<file path="src/rtl/hazard_if.sv">
// Pipeline <-> hazard controller signal bundle: ID/EX hazard sources in, stage enables/flushes out.
// id_valid qualifies the ID fields; there is no backpressure, only enables driven back to the pipeline.
interface hazard_if;
    logic       id_valid;
    logic [4:0] id_rs1;
    logic [4:0] id_rs2;
    logic       id_uses_rs1;
    logic       id_uses_rs2;
    logic [4:0] ex_rd;
    logic       ex_regwrite;
    logic       ex_is_load;
    logic       ex_busy;
    logic       branch_taken;
    logic       pc_en;
    logic       ifid_en;
    logic       ifid_flush;
    logic       idex_en;
    logic       idex_bubble;
    logic       exmem_bubble;

    // Pipeline side: presents ID/EX state, consumes the enables.
    modport master (
        output id_valid, id_rs1, id_rs2, id_uses_rs1, id_uses_rs2,
        output ex_rd, ex_regwrite, ex_is_load, ex_busy, branch_taken,
        input  pc_en, ifid_en, ifid_flush, idex_en, idex_bubble, exmem_bubble
    );

    // Hazard controller side.
    modport slave (
        input  id_valid, id_rs1, id_rs2, id_uses_rs1, id_uses_rs2,
        input  ex_rd, ex_regwrite, ex_is_load, ex_busy, branch_taken,
        output pc_en, ifid_en, ifid_flush, idex_en, idex_bubble, exmem_bubble
    );
endinterface

</file>
<file path="src/rtl/hazard_unit.sv">
// Load-use / taken-branch / multi-cycle-EX hazard controller with saturating
// stall and flush cycle counters. Control outputs are combinational.
module hazard_unit #(
    parameter int CNT_W = 32
) (
    input  logic             clk,
    input  logic             reset,
    hazard_if.slave          hif,
    output logic [CNT_W-1:0] stall_cycles,
    output logic [CNT_W-1:0] flush_cycles,
    output logic [1:0]       state_dbg
);

    typedef enum logic [1:0] {
        RUN   = 2'd0,
        STALL = 2'd1,
        FLUSH = 2'd2
    } state_t;

    localparam logic [CNT_W-1:0] CNT_MAX = '1;
    localparam logic [CNT_W-1:0] CNT_ONE = {{(CNT_W-1){1'b0}}, 1'b1};

    state_t state, state_nxt;
    logic   lu_hazard;
    logic   stall_inc;
    logic   flush_inc;

    // x0 is hardwired zero, so a load targeting it can never be a producer.
    assign lu_hazard = hif.id_valid & hif.ex_is_load & hif.ex_regwrite & (hif.ex_rd != 5'd0) &
                       ((hif.id_uses_rs1 & (hif.ex_rd == hif.id_rs1)) |
                        (hif.id_uses_rs2 & (hif.ex_rd == hif.id_rs2)));

    assign state_dbg = state;

    always_comb begin
        hif.pc_en        = 1'b1;
        hif.ifid_en      = 1'b1;
        hif.ifid_flush   = 1'b0;
        hif.idex_en      = 1'b1;
        hif.idex_bubble  = 1'b0;
        hif.exmem_bubble = 1'b0;
        state_nxt        = state;
        stall_inc        = 1'b0;
        flush_inc        = 1'b0;

        case (state)
            RUN, STALL: begin
                state_nxt = RUN;
                if (hif.ex_busy) begin
                    hif.pc_en        = 1'b0;
                    hif.ifid_en      = 1'b0;
                    hif.idex_en      = 1'b0;
                    hif.exmem_bubble = 1'b1;
                    stall_inc        = 1'b1;
                end else if (hif.branch_taken) begin
                    hif.ifid_flush  = 1'b1;
                    hif.idex_bubble = 1'b1;
                    state_nxt       = FLUSH;
                    flush_inc       = 1'b1;
                end else if (lu_hazard && (state == RUN)) begin
                    // Masked in STALL so each load-use inserts exactly one bubble.
                    hif.pc_en       = 1'b0;
                    hif.ifid_en     = 1'b0;
                    hif.idex_bubble = 1'b1;
                    state_nxt       = STALL;
                    stall_inc       = 1'b1;
                end
            end
            FLUSH: begin
                // EX holds a bubble here, so busy/branch cannot be real.
                hif.ifid_flush = 1'b1;
                flush_inc      = 1'b1;
                state_nxt      = RUN;
            end
            default: state_nxt = RUN;
        endcase

        if (!reset) begin
            hif.pc_en        = 1'b0;
            hif.ifid_en      = 1'b0;
            hif.ifid_flush   = 1'b1;
            hif.idex_en      = 1'b0;
            hif.idex_bubble  = 1'b1;
            hif.exmem_bubble = 1'b1;
            state_nxt        = RUN;
            stall_inc        = 1'b0;
            flush_inc        = 1'b0;
        end
    end

    always_ff @(posedge clk) begin
        if (!reset) begin
            state        <= RUN;
            stall_cycles <= '0;
            flush_cycles <= '0;
        end else begin
            state <= state_nxt;
            if (stall_inc && (stall_cycles != CNT_MAX)) stall_cycles <= stall_cycles + CNT_ONE;
            if (flush_inc && (flush_cycles != CNT_MAX)) flush_cycles <= flush_cycles + CNT_ONE;
        end
    end

endmodule

</file>
<file path="src/flat_wrapper.sv">
// flat-port wrapper written by rule: the top's interface ports become plain ports
module hazard_unit_flat 
#(
    parameter int CNT_W = 32
)
  (clk, reset, stall_cycles, flush_cycles, state_dbg, hif_id_valid, hif_id_rs1, hif_id_rs2, hif_id_uses_rs1, hif_id_uses_rs2, hif_ex_rd, hif_ex_regwrite, hif_ex_is_load, hif_ex_busy, hif_branch_taken, hif_pc_en, hif_ifid_en, hif_ifid_flush, hif_idex_en, hif_idex_bubble, hif_exmem_bubble);
  hazard_if hif_i ();
  input  logic clk;
  input  logic reset;
  output logic [CNT_W-1:0] stall_cycles;
  output logic [CNT_W-1:0] flush_cycles;
  output logic [1:0] state_dbg;
  input wire logic [$bits(hif_i.id_valid)-1:0] hif_id_valid;
  input wire logic [$bits(hif_i.id_rs1)-1:0] hif_id_rs1;
  input wire logic [$bits(hif_i.id_rs2)-1:0] hif_id_rs2;
  input wire logic [$bits(hif_i.id_uses_rs1)-1:0] hif_id_uses_rs1;
  input wire logic [$bits(hif_i.id_uses_rs2)-1:0] hif_id_uses_rs2;
  input wire logic [$bits(hif_i.ex_rd)-1:0] hif_ex_rd;
  input wire logic [$bits(hif_i.ex_regwrite)-1:0] hif_ex_regwrite;
  input wire logic [$bits(hif_i.ex_is_load)-1:0] hif_ex_is_load;
  input wire logic [$bits(hif_i.ex_busy)-1:0] hif_ex_busy;
  input wire logic [$bits(hif_i.branch_taken)-1:0] hif_branch_taken;
  output wire logic [$bits(hif_i.pc_en)-1:0] hif_pc_en;
  output wire logic [$bits(hif_i.ifid_en)-1:0] hif_ifid_en;
  output wire logic [$bits(hif_i.ifid_flush)-1:0] hif_ifid_flush;
  output wire logic [$bits(hif_i.idex_en)-1:0] hif_idex_en;
  output wire logic [$bits(hif_i.idex_bubble)-1:0] hif_idex_bubble;
  output wire logic [$bits(hif_i.exmem_bubble)-1:0] hif_exmem_bubble;
  assign hif_i.id_valid = hif_id_valid;
  assign hif_i.id_rs1 = hif_id_rs1;
  assign hif_i.id_rs2 = hif_id_rs2;
  assign hif_i.id_uses_rs1 = hif_id_uses_rs1;
  assign hif_i.id_uses_rs2 = hif_id_uses_rs2;
  assign hif_i.ex_rd = hif_ex_rd;
  assign hif_i.ex_regwrite = hif_ex_regwrite;
  assign hif_i.ex_is_load = hif_ex_is_load;
  assign hif_i.ex_busy = hif_ex_busy;
  assign hif_i.branch_taken = hif_branch_taken;
  assign hif_pc_en = hif_i.pc_en;
  assign hif_ifid_en = hif_i.ifid_en;
  assign hif_ifid_flush = hif_i.ifid_flush;
  assign hif_idex_en = hif_i.idex_en;
  assign hif_idex_bubble = hif_i.idex_bubble;
  assign hif_exmem_bubble = hif_i.exmem_bubble;
  hazard_unit #(.CNT_W(CNT_W)) u_core (.clk(clk), .reset(reset), .hif(hif_i), .stall_cycles(stall_cycles), .flush_cycles(flush_cycles), .state_dbg(state_dbg));
endmodule
</file>
<file path="config.mk">
export PLATFORM = sky130hd
export DESIGN_NAME = hazard_unit_flat
export DESIGN_NICKNAME = d
export VERILOG_FILES = /design/src/rtl/hazard_if.sv /design/src/rtl/hazard_unit.sv /design/src/flat_wrapper.sv
export SDC_FILE = /design/constraint.sdc
export NUM_CORES = 1
export LEC_CHECK = 0
export ABC_AREA = 1
export BUFFER_PORTS_ARGS = -buffer_cell sky130_fd_sc_hd__buf_2
export CAP_MARGIN = 20
export CORE_MARGIN = 4
export CORE_UTILIZATION = 55
export DETAILED_ROUTE_END_ITERATION = 10
export HOLD_SLACK_MARGIN = 0.02
export PLACE_DENSITY_LB_ADDON = 0.15
export SYNTH_ARGS = -nofsm -noshare
export SYNTH_HDL_FRONTEND = slang
export SYNTH_SLANG_ARGS = --single-unit
</file>
<file path="constraint.sdc">
create_clock -name clk -period 2.3 [get_ports clk]
set_clock_uncertainty 0.1 [all_clocks]
set_input_delay 0.23 -clock clk [delete_from_list [all_inputs] [get_ports clk]]
set_output_delay 0.23 -clock clk [all_outputs]
set_load 0.02 [all_outputs]
</file>
# After elaboration in Yosys (flattened, before gate mapping)
# Cells that the tools add are included.
[totals]
in_bits = 24
ff_bits = 66
[classes]
muxes = 27
reduce_logical = 8
add_sub_neg = 2
n_eq_ne = 6
bitwise = 9
[ops]
columns = ["cell", "n"]
rows = [
  ["$add A32 B1 Y32 const B", 2],
  ["$ne A32 B32 Y1 const B", 2],
  ["$mux W1", 25],
  ["$eq A5 B5 Y1", 2],
  ["$and A1 B1 Y1", 6],
  ["$reduce_bool A5 Y1", 1],
  ["$reduce_or A4 Y1", 1],
  ["$logic_and A1 B1 Y1", 3],
  ["$reduce_or A3 Y1", 1],
  ["$eq A2 B1 Y1 const B", 1],
  ["$eq A2 B2 Y1 const B", 1],
  ["$logic_not A2 Y1", 1],
  ["$mux W2", 1],
  ["$not A1 Y1", 2],
  ["$pmux W1 S2", 1],
  ["$reduce_or A2 Y1", 1],
  ["$or A1 B1 Y1", 1],
]

# Depth between registers and ports, before layout
# Gate-level depths: netlist of the first run.
[logic_depth]
depth_word = 11
depth_mapped = 13
mapped_depth_nobuf = 12

# Worst setup path before layout of the first run
# Ideal clock, no wire load.
[synth_timing]
path_kind = "flip-flop to flip-flop"
start = "register u_core.stall_cycles[0]"
end = "register u_core.stall_cycles[21]"
setup_slack_ps = 267
period_less_slack_ps = 2033
setup_time_ps = 128
stages_incl_launch_ff = 14
n_path_buf = 1
arrival_time_ps = 1805
required_time_ps = 2072
cell_sequence = "dfxtp_1 -> ha_1 -> nand2_2 -> nor2_4 -> nand3_2 -> nor2_4 -> nand4_2 -> nand2_2 -> inv_4 -> nand2_8 -> buf_6 -> nand2_1 -> nand2_1 -> nor2_1"
[synth_via]
elab_chain_cells = 2
word_cells_on_any_way = 3
cone_classes = "add/sub (1); eq/ne (1); reduce/logical (1)"
[synth_rtl]
columns = ["element", "line_no", "rtl"]
rows = [
  ["start: declaration", "hazard_unit.sv:9", "output logic [CNT_W-1:0] stall_cycles,"],
  ["start signal: assignment", "hazard_unit.sv:98", "if (stall_inc && (stall_cycles != CNT_MAX)) stall_cycles <= stall_cycles + CNT_ONE;"],
  ["branches (longest 2 deep; another with $add A32 B1 Y32)", "-", ""],
]
# Several ways; the timed one is not identified.
# A chain may end at the register's enable or synchronous reset.

# Final worst setup path of the first run
[layout_timing]
start = "register u_core.stall_cycles[0]"
end = "register u_core.stall_cycles[18]"
# Same word-level chain as after synthesis.

==> metrics.cfg, run 1 <==
[logic_synthesis]
synthMostInstantiatedCell=nand2_1
synth_edf_count=0
ys_types=32
synth_top_area_share=0.3090
synth-main-ff-cell=dfxtp_1
yosysWarnings=0
ys_seq_area_frac=0.3090
synth_area_per_cell_um2=5.990
ys_seq_elements=66
syn-num-nets=740
synthArstFlopShare=0
synthTopCellsByCount=nand2_1 (220), nor2_1 (131), inv_1 (86)
postSynthCellCount=714
syn_area_um2=4277
yosys.area.top_type=dfxtp_1
synthTopCellsByArea=dfxtp_1 (31%), nand2_1 (19%), nor2_1 (11%)

[layout]
final_nets=849
syn_to_final_growth_pct=19.51
stdcell_count=927
layout-drive-gt1-share=0.1800
design_area_um2=5111
fillers=700
diodes=0

[global_route]
antenna_found_initial=0
grt_max_degree=37
grt_pass1_vias=4433
overflow=0
grt_pass1_wl_um=20180
globalRouteTotalUtil=0.2760

[place]
dp_cells=910
port_buffers=95
place_area_um2=4911
globalplace.congestion=0.9526
dp_hpwl_um=9127

[routing]
drtIter0Drc=312
first_pass_iters=5
antenna_left=0
drc=0
wl_per_cell_um=13.21
drt_wl_total_um=12250
via_count=4848
via_per_inst=5.230

[floorplan]
start_util=0.5773
die_area_um2=9251
io_pins=96
coreArea_um2=7408
die_y_um=96.18
die_w_um=96.18
rows=31

[critical_path]
cp.required_ns=2.43
arrival_ns=2.26
critPathMaxStageDelay_ns=0.35
cp_max_fo=36
path_cells=ha_1 > nand2_2 > nor2_4 > nand3_2 > nor2_4 > nand4_2 > nand2_2 > inv_4 > nand2_8 > nand2_1 > nand2_1 > nor2_1
end_kind=flop
cp_slowest_cell=dfxtp_1
critPathKind=reg2reg
crit_path_start_kind=flop

[run]
cap_violations=0

[min_path]
worstHoldPathType=in2reg

[timing]
timing.hold.ws_ns=0.1731
worst_pin_slew_ns=0.5531
period_share=0.9261
slew_headroom=0.6313
finalHoldViolations=0
max_freq_ghz=0.4695
setup_violations=0
period_needed_ns=2.130
slew_violations=0
tns_ns=0

[clocking]
h-tree-depth=3
insertion_delay_ns=0.35
clockRootBuffer=clkbuf_8
cts_max_path_buffers=2
cts_setup_buffers=0
cts_tree=built
cts.clk_slew.worst_paths_ns=0.08
clock-sinks=66
numCtsBuffers=9

[run_status]
run_status=finished clean

[power]
powerDensity_nw_per_um2=498.2
power_mw=2.547
vdd_drop_max_mv=0.3136
p_leak_nw=2.388

layer usage:
layer  vias up  GRT usage  part of all wire
li1       2442          -                 -
met1      2200     0.3605              0.44
met2       190     0.4606              0.47
met3        16    0.05004             0.071
met4         0    0.08412             0.016
met5         -          0                 0
stage by stage:
| step | util | worst slack, ns |
|---|---|---|
| finish | 0.6899 | 0.1699 |
| global route | 0.6899 | -0.01389 |
| CTS | 0.6884 | 0.08604 |
| detailed placement | 0.6629 | 0.1004 |
| global placement | 0.6629 | 0.1438 |
| floorplan | - | 0.2670 |
power breakdown:
| group | internal (mW) | total [mW] | switching (mW) |
|---|---|---|---|
| combinational | 0.146 | 0.416 | 0.270 |
| sequential | 1.18 | 1.22 | 0.0424 |
| clock | 0.423 | 0.906 | 0.484 |
| total | 1.75 | 2.55 | 0.796 |
worst paths after layout:
path,from,to,slack (ns),cells past startpoint
setup / recovery,u_core.stall_cycles[0],u_core.stall_cycles[18],0.17,12
hold / removal,hif_ex_busy,u_core.state_dbg[1],0.17,5
setup reg to reg,u_core.stall_cycles[0],u_core.stall_cycles[18],0.17,12
hold reg to reg,u_core.flush_cycles[3],u_core.flush_cycles[3],0.40,2
cells in the final DEF, fill, tap and decap left out:
master | synthesis | routed
buf_2 | 5 | 95
nor4_1 | 2 | 2
clkbuf_8 | 0 | 10
nor3_1 | 28 | 28
nand3b_1 | 9 | 9
inv_6 | 0 | 1
nor3b_1 | 1 | 1
nor2_1 | 131 | 130
o21ai_0 | 17 | 17
xor2_1 | 21 | 21
a21oi_2 | 0 | 1
nand2_1 | 220 | 220
nand3_1 | 52 | 52
and3_1 | 6 | 6
inv_4 | 1 | 1
inv_1 | 86 | 86
nand4_2 | 1 | 1
ha_1 | 2 | 2
or2_1 | 1 | 1
nand2_2 | 4 | 3
xnor2_1 | 6 | 6
o21ai_1 | 3 | 3
nor3_2 | 2 | 2
nand2_8 | 1 | 1
nand3_2 | 2 | 2
clkinv_4 | 0 | 2
nor2_2 | 2 | 3
nand4_1 | 11 | 11
clkinv_2 | 0 | 3
dfxtp_1 | 66 | 66
a31oi_1 | 1 | 1
dlygate4sd3_1 | 0 | 1
nand2_4 | 0 | 1
a21oi_1 | 17 | 16
nor2_4 | 2 | 2
buf_4 | 2 | 21
registers in the layout, indices dropped and copies added, names as in the netlist:
name	count
u_core.stall_cycles	32
u_core.state_dbg	2
u_core.flush_cycles	32
what timing repair did:
item                                    CTS  global route
hold endpoints to repair                  1             0
gates resized for setup                   0             3
endpoints found under the setup margin    0            13
hold buffers                              1             0
critical path, delay by kind of cell (launching register included):
| family | cells | cell delay (ns) |
|---|---|---|
| adders and majority gates | 1 | 0.25 |
| buffers and inverters | 1 | 0.12 |
| DFF | 1 | 0.35 |
| and+or+nand+nor | 10 | 1.18 |
cells by family after synthesis:
logic type | after synthesis | share of synthesized area
AND/OR/NAND/NOR | 475 | 0.4795
buffers and inverters | 106 | 0.1056
flip-flops | 66 | 0.3090
AO/OA/AOI/OAI | 38 | 0.04476
XOR/XNOR | 27 | 0.05530
adder cells (fa/ha/maj) | 2 | 0.005850
layout make-up:
type	instances	area (um2)	area share
Tap cell	99	123.9	0.02424
Clock inverter	6	41.29	0.008078
Timing Repair Buffer	117	643.1	0.1258
Sequential cell	66	1321	0.2585
Clock buffer	10	137.6	0.02693
Inverter	87	329.1	0.06438
Multi-Input combinational cell	542	2515	0.4920
(Power assumes the default switching activity.)
==> run 2: changes to the inputs <==
Settings changed: BUFFER_PORTS_ARGS -buffer_cell sky130_fd_sc_hd__buf_2 to not set, CORE_UTILIZATION 55 to 64, DONT_BUFFER_PORTS set to 1, TNS_END_PERCENT set to 10.
==> metrics.cfg, run 2 (same netlist as run 1, synthesis figures left out) <==
[run_status]
run_status=finished clean

[place]
globalplace.congestion=0.9840
port_buffers=0
dp_hpwl_um=9015
dp_cells=845
preCtsSetupSlack_ns=0.1158

[power]
seqPwrFrac=0.468
power_mw=2.581
p_switching_uw=760.1
combPwrFrac=0.160
powerDensity_nw_per_um2=512.8
switching_share=0.2945
clock_power_share=0.372
p_leak_nw=2.202
intPower_mw=1.821
vdd_drop_max_mv=0.4005

[routing]
drtIter0Drc=387
first_pass_iters=6
drc=0
antenna_left=0
wl_per_cell_um=14.20
via_per_inst=5.560
via_count=4798
drt_wl_total_um=12260

[floorplan]
coreArea_um2=6422
die_y_um=89.75
die_w_um=89.75
die_area_um2=8054
rows=29
io_pins=96
start_util=0.6659

[clocking]
numCtsBuffers=9
clock-sinks=66
h-tree-depth=3
cts_tree=built
clockRootBuffer=clkbuf_8
insertion_delay_ns=0.34
cts.clk_slew.worst_paths_ns=0.07
cts_max_path_buffers=2

[critical_path]
arrival_ns=2.28
crit_path_start_kind=flop
critPathKind=reg2reg
cp.required_ns=2.43
path_delay_family=simple AND/OR/NAND/NOR gates
cp_slowest_cell=dfxtp_1
path_cells=buf_4 > nand3_1 > nor2_1 > inv_1 > nor2_1 > nand2_1 > nand2_1 > nand2_1 > nand3b_1 > nand2_1 > nor2_1
cp_max_fo=4
critPathMaxStageDelay_ns=0.34
cp_num_buf_inv=2
end_kind=flop
cpMostUsedCell=nand2_1

[global_route]
antenna_found_initial=0
grt_max_degree=43
busiest_layer=met2
overflow=0
gr-usage-met2=0.4900
grtUsageMet3=0.07513
grt_use_met1=0.3989
grt_pass1_vias=4562
globalRouteTotalUtil=0.3065
grt_pass1_wl_um=20940

[timing]
fin_ws_ns=0.1538
finalHoldViolations=0
tns_ns=0
slew_headroom=0.5889
max_freq_ghz=0.4659
slew_violations=0
worst_pin_slew_ns=0.6166
setup_violations=0
period_share=0.9331
rsz0062_at_grt=false
period_needed_ns=2.146

[layout]
final_common_cell=nand2_1
final_util=0.7836
diodes=0
layout-drive-gt1-share=0.1374
final_nets=807
stdcell_count=863
mostFrequentLayoutCells=nand2_1 (220), nor2_1 (128), inv_1 (86)
syn_to_final_growth_pct=17.67

[run]
cap_violations=0

[min_path]
worstHoldPathType=in2reg

## run 2: changes by cell type in the layout (fill, tap and decap cells not counted), sizes merged
| cell | change |
|---|---|
| buf | -42 |
| clkinvlp | +2 |
| clkinv | -3 |
| inv | -1 |
| bufinv | +1 |
| clkbuf | +1 |
## run 2: area by class of cell
cell class                      instances  area, um2
Multi-Input combinational cell        542       2520
Clock inverter                          5      55.05
Timing Repair Buffer                   75      578.1
Tap cell                               77      96.34
Sequential cell                        66       1323
Fill cell                             506       1390
Clock buffer                           11      131.4
Inverter                               87      329.1
## run 2: worst paths after layout
path,start,end,slack [ns],cells after the start
setup / recovery,u_core.stall_cycles[1],u_core.stall_cycles[29],0.15,11
hold / removal,hif_branch_taken,u_core.state_dbg[1],0.05,4
setup reg to reg,u_core.stall_cycles[1],u_core.stall_cycles[29],0.15,11
hold reg to reg,u_core.flush_cycles[16],u_core.flush_cycles[16],0.43,2
## run 2: stage by stage
stage                     hold WS [ns]  cell area (um2)
after floorplan                 0.2068             4277
after global placement          0.2093             4798
after detailed placement        0.2103             4798
after CTS                      0.04003             5015
after global routing           0.08023             5032
final                          0.05232             5032
## run 2: power by group through the flow
stage / combinational [mW] / sequential, mW / clock, mW
after floorplan: 0.221 / 1.30 / 0
after detailed placement: 0.390 / 1.24 / 0
after CTS: 0.408 / 1.21 / 0.961
final: 0.413 / 1.21 / 0.959
after global placement: 0.380 / 1.23 / 0
after global routing: 0.458 / 1.21 / 1.02
## run 2: repair_timing
action	in CTS	in global routing
setup endpoints to repair	0	24
resized for setup	0	6
buffers inserted	0	0
endpoints found under the hold margin	43	0
hold buffers	2	0
## run 2: worst reg2reg max path: stages, from the launching register on
cell and delay, ns:
dfxtp_1 0.34, buf_4 0.16, nand3_1 0.23, nor2_1 0.33
inv_1 0.10, nor2_1 0.32, nand2_1 0.09, nand2_1 0.07
nand2_1 0.05, nand3b_1 0.15, nand2_1 0.07, nor2_1 0.04
## run 2: routing by layer
layer	part of all wire	routed length (um)
met4	0.025	308
met5	0	0
met3	0.11	1357
met1	0.41	4995
met2	0.46	5597
